`config.mk`:
```
export PLATFORM = sky130hd
export DESIGN_NAME = packet_dispatch_ctrl
export DESIGN_NICKNAME = d
export VERILOG_FILES = /design/src/rtl/packet_dispatch_ctrl.sv
export SDC_FILE = /design/constraint.sdc
export NUM_CORES = 1
export LEC_CHECK = 0
export BUFFER_PORTS_ARGS = -buffer_cell sky130_fd_sc_hd__buf_2
export CAP_MARGIN = 20
export CORE_MARGIN = 3
export CORE_UTILIZATION = 60
export CTS_CLUSTER_SIZE = 16
export DETAILED_ROUTE_END_ITERATION = 10
export PLACE_DENSITY = 0.85
export SLEW_MARGIN = 20
export SYNTH_ARGS = -nofsm -noshare
export SYNTH_HDL_FRONTEND = slang
export SYNTH_SLANG_ARGS = --single-unit
```
`constraint.sdc`:
```
create_clock -name clk -period 5.2 [get_ports clk]
set_input_delay 0.52 -clock clk [delete_from_list [all_inputs] [get_ports clk]]
set_output_delay 0.52 -clock clk [all_outputs]
set_load 0.05 [all_outputs]
```
`src/rtl/packet_dispatch_ctrl.sv`:
```
// Ingress controller for the 3-channel router: parses header/payload/CRC, pushes to the matched FIFO, commits or flushes at packet end.
// Optional: define PKT_STATS_EN to add drop_cnt / crc_err_cnt statistics outputs.
module packet_dispatch_ctrl #(
    parameter int unsigned DATA_WIDTH = 8,
    parameter int unsigned DATA_SIZE  = 6
) (
    input  logic                  clk,
    input  logic                  rst_n,
    input  logic [DATA_WIDTH-1:0] data_in,
    input  logic                  data_in_req,
    output logic                  data_in_ack,
    output logic [2:0]            fifo_push,
    output logic [DATA_WIDTH-1:0] fifo_data_in,
    input  logic [2:0]            fifo_full,
    output logic [2:0]            fifo_wr_ptr_upd,
    output logic [2:0]            fifo_flush,
    input  logic [1:0]            ch0_addr,
    input  logic [1:0]            ch1_addr,
    input  logic [1:0]            ch2_addr,
    input  logic                  crc_en,
    output logic                  busy
`ifdef PKT_STATS_EN
    ,
    output logic [7:0]            drop_cnt,
    output logic [7:0]            crc_err_cnt
`endif
);

    localparam int unsigned N_CH   = 3;
    localparam int unsigned ADDR_W = 2;
    localparam int unsigned CRC_W  = 8;
    localparam logic [CRC_W-1:0] CRC_POLY = 8'h07;

    typedef enum logic [1:0] {
        HDR = 2'd0,
        PAY = 2'd1,
        CRC = 2'd2,
        END = 2'd3
    } state_t;

    state_t                 state_q;
    logic [N_CH-1:0]        ch_oh_q;      // latched target, all-zero means drop mode
    logic [DATA_SIZE-1:0]   rem_q;
    logic                   crc_en_q;
    logic [CRC_W-1:0]       crc_q;
    logic [N_CH-1:0]        upd_q;
    logic [N_CH-1:0]        flush_q;

    logic [ADDR_W-1:0]      hdr_addr;
    logic [DATA_SIZE-1:0]   hdr_len;
    logic [N_CH-1:0]        hdr_oh;
    logic [N_CH-1:0]        tgt_oh;
    logic                   ack;
    logic                   xfer;
    logic                   crc_ok;

    // CRC-8 (poly 0x07), MSB-first, one byte per call
    function automatic logic [CRC_W-1:0] crc8_upd(input logic [CRC_W-1:0] c,
                                                  input logic [DATA_WIDTH-1:0] d);
        logic [CRC_W-1:0] r;
        r = c ^ CRC_W'(d);
        for (int i = 0; i < 8; i++) begin
            if (r[CRC_W-1]) r = (r << 1) ^ CRC_POLY;
            else            r = r << 1;
        end
        return r;
    endfunction

    assign hdr_addr = data_in[DATA_WIDTH-1 -: ADDR_W];
    assign hdr_len  = data_in[DATA_SIZE-1:0];
    assign crc_ok   = (CRC_W'(data_in) == crc_q);

    // Address match, ch0 has highest priority
    always_comb begin
        hdr_oh = '0;
        if      (ch0_addr == hdr_addr) hdr_oh = 3'b001;
        else if (ch1_addr == hdr_addr) hdr_oh = 3'b010;
        else if (ch2_addr == hdr_addr) hdr_oh = 3'b100;
    end

    // Handshake and zero-latency push; ack never looks at data_in_req
    always_comb begin
        tgt_oh = '0;
        ack    = 1'b0;
        case (state_q)
            HDR: begin
                tgt_oh = hdr_oh;
                ack    = (hdr_oh == '0) || ((fifo_full & hdr_oh) == '0);
            end
            PAY: begin
                tgt_oh = ch_oh_q;
                ack    = (ch_oh_q == '0) || ((fifo_full & ch_oh_q) == '0);
            end
            CRC:     ack = 1'b1;
            default: ack = 1'b0;
        endcase
        ack = ack & rst_n;
        xfer = data_in_req & ack;
    end

    assign data_in_ack     = ack;
    assign fifo_push       = (xfer && (state_q == HDR || state_q == PAY)) ? tgt_oh : '0;
    assign fifo_data_in    = (fifo_push != '0) ? data_in : '0;
    assign fifo_wr_ptr_upd = upd_q;
    assign fifo_flush      = flush_q;
    assign busy            = (state_q != HDR);

    // Packet FSM with registered commit/flush pulses
    always_ff @(posedge clk or negedge rst_n) begin
        if (!rst_n) begin
            state_q  <= HDR;
            ch_oh_q  <= '0;
            rem_q    <= '0;
            crc_en_q <= 1'b0;
            crc_q    <= '0;
            upd_q    <= '0;
            flush_q  <= '0;
        end else begin
            upd_q   <= '0;
            flush_q <= '0;
            case (state_q)
                HDR: begin
                    if (xfer) begin
                        ch_oh_q  <= hdr_oh;
                        rem_q    <= hdr_len;
                        crc_en_q <= crc_en;
                        crc_q    <= crc8_upd('0, data_in);
                        if (hdr_len != '0) begin
                            state_q <= PAY;
                        end else if (crc_en) begin
                            state_q <= CRC;
                        end else begin
                            state_q <= END;
                            upd_q   <= hdr_oh;
                        end
                    end
                end
                PAY: begin
                    if (xfer) begin
                        rem_q <= rem_q - DATA_SIZE'(1);
                        crc_q <= crc8_upd(crc_q, data_in);
                        if (rem_q == DATA_SIZE'(1)) begin
                            if (crc_en_q) begin
                                state_q <= CRC;
                            end else begin
                                state_q <= END;
                                upd_q   <= ch_oh_q;
                            end
                        end
                    end
                end
                CRC: begin
                    if (xfer) begin
                        state_q <= END;
                        if (crc_ok) upd_q   <= ch_oh_q;
                        else        flush_q <= ch_oh_q;
                    end
                end
                default: state_q <= HDR;
            endcase
        end
    end

`ifdef PKT_STATS_EN
    // Saturating per-packet statistics, updated in END
    always_ff @(posedge clk or negedge rst_n) begin
        if (!rst_n) begin
            drop_cnt    <= '0;
            crc_err_cnt <= '0;
        end else if (state_q == END) begin
            if (ch_oh_q == '0 && drop_cnt != 8'hFF)
                drop_cnt <= drop_cnt + 8'd1;
            if (flush_q != '0 && crc_err_cnt != 8'hFF)
                crc_err_cnt <= crc_err_cnt + 8'd1;
        end
    end
`endif

endmodule
```
==> results_dict.tcl, run 1 <==
set metrics [dict create \
    outcome "finished, final reports clean" \
    die_h_microns 67.8 \
    area_delta_synth_final_pct 9.45 \
    max_cap_viol_count 0 \
    rsz0062_at_grt "no" \
    syn_area_per_cell_sq_um 8.88 \
    portBuffers 39 \
    ys_seq_area_share_pct 28.4 \
    maxSlewViolCount 0 \
    place_hpwl_microns 3940 \
    start_util_pct 65.6 \
    synthTopCellsByCount "31 x nor2_1, 26 x dfrtp_1, 24 x xnor2_1, 18 x nand2_1, 15 x xor2_1" \
    std_cell_rows 21 \
    clock_latency_ns 0.27 \
    synth_edf_count 0 \
    max-slew-margin-rel_pct 57.8 \
    synth.most_common_cell "nor2_1" \
    grt_overflow_total 0 \
    cts_tree "yes" \
    setup_viol 0 \
    drive_gt1_share_pct 24.0 \
    via_per_inst 5.78 \
    htree_levels 1 \
    power_density_mw_per_mm2 537 \
    synthTopCellsByArea "dfrtp_1 28%, xnor2_1 9.2%, ha_1 6.0%" \
    finClkSkew_ns 0.00355 \
    vias 1931 \
    grtUsageMet3_pct 2.33 \
    syn_inst 258 \
    synth-warning-count 0 \
    crit_top_cell "inv_1" \
    post_cts_buffers 0 \
    first_pass_iters 4 \
    synth_cell_types 49 \
    period_share_pct 76.7 \
    critPathRequiredTime_ns 4.68 \
    drcViolationCount 0 \
    die_w_microns 67.8 \
    fillers 286 \
    hp-class "primary input to asynchronous set/reset pin" \
    syn_nets 290 \
    synthFlopType "dfrtp_1" \
    yosysTopAreaCell "dfrtp_1" \
    critPathSlowestCell "or4_4" \
    drt_wl_total_microns 5150 \
    tightest_slew_ns 0.632 \
    gr-usage-met1_pct 32.8 \
    path_clk_slew_ns 0.09 \
    fin_crit_ns 3.99 \
    crit_type "register to output port" \
    crit_chain "inv_1, ha_1, buf_4, inv_1, or4_4, o311ai_4, nand2_1, a21oi_1, and2_1, buf_2" \
    dieArea_sq_mm 0.00460 \
    fp.coreArea_sq_mm 0.00349 \
    worstSetupEndpointType "output port" \
    nets 322 \
    critPathMaxStageDelay_ns 0.57 \
    gp_congestion 0.870 \
    setup.worst_path.start_class "register" \
    track_usage_pct 24.5 \
    cts_resized 0 \
    cts_buffers 3 \
    cts-root-buf "clkbuf_8" \
    synth-seq-cells 26 \
    drtIter0Drc 153 \
    critPathArrivalTime_ns 3.47 \
    path_max_fanout 23 \
    critPathBufInv 4 \
    fmax_mhz 251 \
    hold_viol 0 \
    diodes 0 \
    grt_pass1_vias 1863 \
    antenna_left 0 \
    synth-async-reset-ratio_pct 100 \
    grt_max_degree 39 \
    busiest_layer "met2" \
    path_delay_family "simple AND/OR/NAND/NOR gates" \
    grt_antenna_before_repair 0 \
    gr-usage-met2_pct 41.1 \
    leakagePower_nw 1.18 \
    clkSinkCount 26 \
    grt_pass1_wl_microns 8550 \
    clockBufferDepth 2 \
    syn_area_sq_mm 0.00229 \
    p_total_mw 1.35 \
    ctsHoldBuffers 0 \
    tns_ns 0 \
    ioPinCount 40 \
    vdd_drop_max_uv 263 \
    synth_top_area_share_pct 28.4 \
    post_drt_wl_per_cell_microns 15.4 \
]
worst reg2reg max path, stage by stage (launching register included):
cell	delay [ns]
dfrtp_1	0.43
inv_1	0.10
ha_1	0.14
buf_4	0.25
inv_1	0.17
or4_4	0.57
o311ai_4	0.16
nand2_1	0.39
o31a_1	0.39
o211a_1	0.20
per-layer routing:
metal	vias up	share of wire [%]
met5	-	0
met3	8	4.1
met1	915	46
met2	55	48
met4	0	1.7
li1	953	-
metrics by stage:
stage / instances / setup WS (ns) / instance area, sq um / util, % / hold slack, ns
3_5_place_dp: 331 / 1.55 / 2470 / 70.6 / 0.499
5_1_grt: 334 / 0.859 / 2510 / 71.8 / 0.296
2_1_floorplan: 258 / 1.93 / 2290 / - / 0.224
6_report: 334 / 1.21 / 2510 / 71.8 / 0.260
4_1_cts: 334 / 1.24 / 2510 / 71.8 / 0.279
3_3_place_gp: 331 / 1.60 / 2470 / 70.6 / 0.484
path summary, 6_finish.rpt:
kind	from	to	slack, ns	cells past startpoint
max	state_q[0]	fifo_data_in[0]	1.21	10
min	rst_n	fifo_flush[0]	0.26	1
max reg2reg	state_q[0]	crc_q[1]	2.31	9
min reg2reg	crc_en_q	crc_en_q	0.51	1
max in group asynchronous	rst_n	crc_q[4]	4.53	1
min in group clk	crc_en_q	crc_en_q	0.51	1
where the power goes:
group / internal (mW) / switching, mW / leakage [nW] / total (mW)
clock network: 0.0520 / 0.0637 / 0.0216 / 0.116
logic: 0.368 / 0.484 / 0.824 / 0.852
registers: 0.275 / 0.103 / 0.335 / 0.377
total: 0.695 / 0.650 / 1.18 / 1.35
kinds of logic after synthesis:
kind of cell / after synthesis / share of synthesized area, %
simple gates: 95 / 21.2
compound gates: 46 / 15.0
xor+xnor: 41 / 16.8
flops: 26 / 28.4
buf+inv: 25 / 5.84
mux: 14 / 6.66
fa+ha+maj: 11 / 6.01
sequential cells by signal (all words and copies together), names as in the netlist:
signal and count:
fifo_wr_ptr_upd 3, fifo_flush 3, crc_en_q 1, rem_q 6, crc_q 8, state_q 2, ch_oh_q 3
layout by cell type, fill, tap and decap left out, types with 3 or more instances in the layout:
master | Yosys | final
buf_2 | 0 | 39
inv_1 | 11 | 11
a22oi_1 | 7 | 7
dfrtp_1 | 26 | 26
xor2_1 | 15 | 15
mux2_2 | 10 | 10
ha_1 | 11 | 11
nor2_1 | 31 | 31
and2_1 | 12 | 12
nor3_1 | 8 | 8
a41oi_1 | 3 | 3
nand2_1 | 18 | 18
o21ai_0 | 8 | 8
mux2i_1 | 4 | 4
nand3_1 | 4 | 4
a21oi_1 | 11 | 11
clkbuf_8 | 1 | 3
o31ai_1 | 3 | 3
nor4_1 | 4 | 4
xnor2_1 | 24 | 24
a31oi_1 | 3 | 3
and4_2 | 3 | 3
layout make-up:
class                           count  area [sq um]  area share [%]
Timing Repair Buffer               41           210            8.38
Multi-Input combinational cell    207          1510            60.1
Inverter                           11          41.3            1.65
Clock buffer                        3          41.3            1.65
Sequential cell                    26           651            25.9
Tap cell                           46          57.6            2.30
(Power assumes the default switching activity.)
==> run 2, diff against run 1 <==
CORE_UTILIZATION = 51   (was 60)
PLACE_DENSITY = 0.77   (was 0.85)
clock period = 3.6 ns   (was 5.2 ns; I/O delays follow)
==> run 2 against run 1 <==
Against the previous run: first-iteration DRC count fell by 17%; non-clock buffer count increased by 3; power up 53%; clock power up 120%; global-route usage down 2.6 points; sequential share of layout area decreased by 0.62 points; sequential power increased by 45%; routed wire length grew 4.8%; sequential cell count unchanged; die area rose by 16%; via count increased by 3.0%; critical endpoint is now fifo_data_in[6].
==> results_dict.tcl, run 2 (same netlist as run 1, synthesis figures left out) <==
set metrics [dict create \
    outcome "finished, final reports clean" \
    finClkSkew_ns 0.0107 \
    critPathSlowestCell "or4_4" \
    grt_antenna_before_repair 0 \
    crit_top_cell "inv_1" \
    hp-class "primary input to asynchronous set/reset pin" \
    cts-root-buf "clkbuf_8" \
    rsz0062_at_grt "no" \
    regMostFlops "crc_q" \
    cts_buffers 3 \
    crit_chain "inv_1, ha_1, inv_1, or4_4, o311ai_4, nand2_1, buf_4, a21oi_2, and2_2, buf_2" \
    grt_max_degree 38 \
    critPathArrivalTime_ns 2.87 \
    via_per_inst 5.82 \
    fin_crit_ns 3.23 \
    max-slew-margin-rel_pct 61.7 \
    grt_overflow_total 0 \
    leakagePower_nw 1.21 \
    clockBufferDepth 2 \
    drcViolationCount 0 \
    portBuffers 39 \
    area_delta_synth_final_pct 12.1 \
    htree_levels 1 \
    drtIter0Drc 127 \
    r2r_cells 8 \
    worstSetupEndpointType "output port" \
    power_density_mw_per_mm2 802 \
    clock_latency_ns 0.28 \
    track_usage_pct 21.9 \
    reg2reg_to "state_q[1]" \
    fillers 373 \
    vias 1989 \
    tns_ns 0 \
    layout_commonest_cell "buf_2" \
    cts_tree "yes" \
    start_util_pct 54.9 \
    fin_ws_ns 0.368 \
    pre_cts_slack_ns 0.498 \
    gp_congestion 0.896 \
    std_cell_rows 23 \
    setup.worst_path.start_class "register" \
    diodes 0 \
    tightest_slew_ns 0.573 \
    die_w_microns 73.0 \
    drt_wl_total_microns 5390 \
    path_max_fanout 15 \
    critPathMaxStageDelay_ns 0.57 \
    largest_reg_flops 8 \
    maxSlewViolCount 0 \
    nets 325 \
    path_delay_family "simple AND/OR/NAND/NOR gates" \
    critPathBufInv 4 \
    fmax_mhz 309 \
    hold_viol 0 \
    period_share_pct 89.8 \
    cp.depth 10 \
    drive_gt1_share_pct 25.3 \
    clkSinkCount 26 \
    fp.coreArea_sq_mm 0.00417 \
    post_drt_wl_per_cell_microns 15.8 \
    dieArea_sq_mm 0.00533 \
    ioPinCount 40 \
    path_clk_slew_ns 0.10 \
    first_pass_iters 4 \
    top_regs "crc_q (8), rem_q (6)" \
    place_hpwl_microns 4050 \
    setup_viol 0 \
    critPathRequiredTime_ns 3.24 \
    grt_pass1_wl_microns 9220 \
    r2r_slack_ns 1.10 \
    vdd_drop_max_uv 418 \
    final_cell_mix "39 x buf_2, 31 x nor2_1, 26 x dfrtp_1, 24 x xnor2_1, 18 x nand2_1" \
    grt_pass1_vias 1919 \
    crit_type "register to output port" \
    die_h_microns 73.0 \
    max_cap_viol_count 0 \
    reg2reg_from "state_q[1]" \
    ctsHoldBuffers 0 \
    antenna_left 0 \
]
## run 2: changes by cell type in the layout (fill, tap and decap cells not counted), sizes merged
cell    change
buf         +3
bufinv      +1
## run 2: layout make-up
type	instances	area (sq um)	share of cell area (%)
Sequential cell	26	651	25.3
Clock buffer	3	41.3	1.61
Inverter	11	41.3	1.61
Clock inverter	1	30.0	1.17
Tap cell	50	62.6	2.44
Timing Repair Buffer	44	233	9.06
Multi-Input combinational cell	207	1510	58.8
## run 2: what timing repair did
action / 4_1_cts / 5_1_grt
hold endpoints to repair: 0 / 0
setup buffers: 0 / 0
resized for setup: 0 / 1
setup endpoints to repair: 0 / 8
## run 2: layer usage
layer  track usage (%)  up-vias  part of all wire, %
li1                  -      965                    -
met1              30.5      939                   47
met2              35.3       77                   46
met3              3.44        8                  5.3
met4              5.53        0                  2.0
met5                 0        -                    0
## run 2: worst max-delay path by stage
stage,to,start
global route,fifo_data_in[6],state_q[1]
detailed placement,fifo_data_in[6],state_q[1]
finish,fifo_data_in[6],state_q[1]
global placement,fifo_data_in[6],state_q[0]
floorplan,fifo_push[0],state_q[0]
CTS,fifo_data_in[6],state_q[1]
## run 2: power by group
part           switching, mW  internal [mW]
sequential             0.151          0.397
combinational          0.717          0.546
clock                  0.101          0.149
total                  0.969           1.09
## run 2: per-stage QoR
stage          power, mW  util [%]  cells  cell area, sq um  hold WS [ns]
3_3_place_gp        1.76      59.8    338              2490         0.452
5_1_grt             2.23      61.6    342              2570         0.164
6_report            2.06      61.6    342              2570         0.125
3_5_place_dp        1.79      59.8    338              2490         0.458
4_1_cts             2.05      61.5    342              2560         0.148
2_1_floorplan       1.55         -    258              2290        0.0644
==> run 3, diff against run 2 <==
CORE_UTILIZATION = 53   (was 51)
CTS_BUF_LIST = sky130_fd_sc_hd__clkbuf_8   (was unset)
PLACE_DENSITY = 0.79   (was 0.77)
==> run 3 against run 2 <==
Against the previous run: power shrank 0.65%; sequential cell count stayed put; clock power rose by 2%; sequential power shrank 0.9%; worst hold slack worse by 0.045 ns; first-iteration DRC count rose by 16%; global-route usage is 0.62 points lower; cell area decreased by 0.29%; critical path type unchanged; critical endpoint unchanged.
==> results_dict.tcl, run 3 (same netlist as run 1, synthesis figures left out) <==
set metrics [dict create \
    outcome "finished, final reports clean" \
    dieArea_sq_mm 0.00515 \
    ctsHoldBuffers 0 \
    clockBufferDepth 2 \
    top_regs "crc_q (8), rem_q (6)" \
    period_share_pct 87.7 \
    htree_levels 1 \
    drcViolationCount 0 \
    std_cell_rows 23 \
    regMostFlops "crc_q" \
    ioPinCount 40 \
    worstSetupStartpoint "state_q[0]" \
    critPathRequiredTime_ns 3.24 \
    drive_gt1_share_pct 25.1 \
    gp_congestion 0.826 \
    clkSinkCount 26 \
    first_pass_iters 4 \
    grt_pass1_vias 1877 \
    path_max_fanout 22 \
    grt_antenna_before_repair 0 \
    setup.worst_path.start_class "register" \
    seq_area_sq_um 651 \
    fillers 355 \
    fp.coreArea_sq_mm 0.00409 \
    area_delta_synth_final_pct 11.8 \
    place_hpwl_microns 3990 \
    via_per_inst 5.74 \
    drtIter0Drc 147 \
    worstSetupEndpointType "output port" \
    pre_cts_slack_ns 0.591 \
    finClkSkew_ns 0.00700 \
    busiest_layer "met2" \
    whs_ns 0.0797 \
    grt_overflow_total 0 \
    cts_buffers 3 \
    grtUsageMet3_pct 2.38 \
    power_density_mw_per_mm2 799 \
    critPathArrivalTime_ns 2.80 \
    setup_viol 0 \
    final_cell_mix "39 x buf_2, 31 x nor2_1, 26 x dfrtp_1, 24 x xnor2_1, 18 x nand2_1" \
    grt_pass1_wl_microns 8760 \
    cts_tree "yes" \
    largest_reg_flops 8 \
    nets 324 \
    max-slew-margin-rel_pct 67.9 \
    track_usage_pct 21.3 \
    portBuffers 39 \
    post_drt_wl_per_cell_microns 15.4 \
    gr-usage-met1_pct 27.8 \
    clock_latency_ns 0.28 \
    hp-class "primary input to asynchronous set/reset pin" \
    multi_input_area_sq_mm 0.00151 \
    antenna_left 0 \
    grt_max_degree 33 \
    fmax_mhz 317 \
    leakagePower_nw 1.20 \
    diodes 0 \
    cts-root-buf "clkbuf_8" \
    die_h_microns 71.7 \
    maxSlewViolCount 0 \
    die_w_microns 71.7 \
    hold_viol 0 \
    layout.cells.non_filler 341 \
    fin_crit_ns 3.16 \
    reg2reg_from "state_q[0]" \
    vias 1958 \
    max_cap_viol_count 0 \
    crit_type "register to output port" \
    tightest_slew_ns 0.480 \
    rsz0062_at_grt "no" \
    layout_commonest_cell "buf_2" \
    tns_ns 0 \
    vdd_drop_max_uv 424 \
    start_util_pct 56.1 \
    dp.cells 337 \
    path_clk_slew_ns 0.10 \
    drt_wl_total_microns 5270 \
    gr-usage-met2_pct 37.0 \
    fin_ws_ns 0.442 \
]
==> run 3: worst paths after layout <==
| check | cells after the start | slack (ns) | endpoint |
|---|---|---|---|
| setup reg to reg | 9 | 1.00 | crc_q[1] |
| min in group clk | 2 | 0.33 | crc_en_q |
| hold / removal | 2 | 0.08 | fifo_flush[2] |
| setup / recovery | 9 | 0.44 | fifo_data_in[6] |
| hold reg to reg | 1 | 0.52 | crc_en_q |
| max in group asynchronous | 2 | 3.24 | crc_q[1] |
==> run 3: layout make-up <==
cell class	count	share of cell area, %
Tap cell	50	2.44
Multi-Input combinational cell	207	59.0
Timing Repair Buffer	43	8.79
Clock buffer	3	1.61
Clock inverter	1	1.17
Inverter	11	1.61
Sequential cell	26	25.4
==> run 3: where the power goes <==
group | leakage [nW] | internal, mW | switching [mW]
logic | 0.833 | 0.539 | 0.709
registers | 0.335 | 0.397 | 0.146
clock network | 0.0357 | 0.149 | 0.107
==> run 3: critical path: stages (launching register included) <==
cell	delay, ns
dfrtp_1	0.43
inv_1	0.10
ha_1	0.17
buf_4	0.25
o21ai_0	0.19
o311ai_4	0.46
nand2_1	0.17
a21oi_2	0.29
and2_2	0.19
buf_2	0.25
==> run 3: timing repair <==
| action | in CTS | in global routing |
|---|---|---|
| resized for setup | 0 | 1 |
| setup endpoints to repair | 0 | 1 |
| setup buffers | 0 | 0 |
==> run 3: per-stage QoR <==
stage	util (%)	total power, mW	cell area (sq um)
floorplan	-	1.55	2290
global placement	60.8	1.74	2490
detailed placement	60.8	1.78	2490
CTS	62.6	2.04	2560
global route	62.7	2.21	2560
finish	62.7	2.05	2560
==> run 3: routing by layer <==
| layer | part of all wire [%] | up-vias |
|---|---|---|
| met1 | 44 | 937 |
| met5 | 0 | - |
| met2 | 50 | 57 |
| li1 | - | 959 |
| met3 | 4.9 | 5 |
| met4 | 0.91 | 0 |
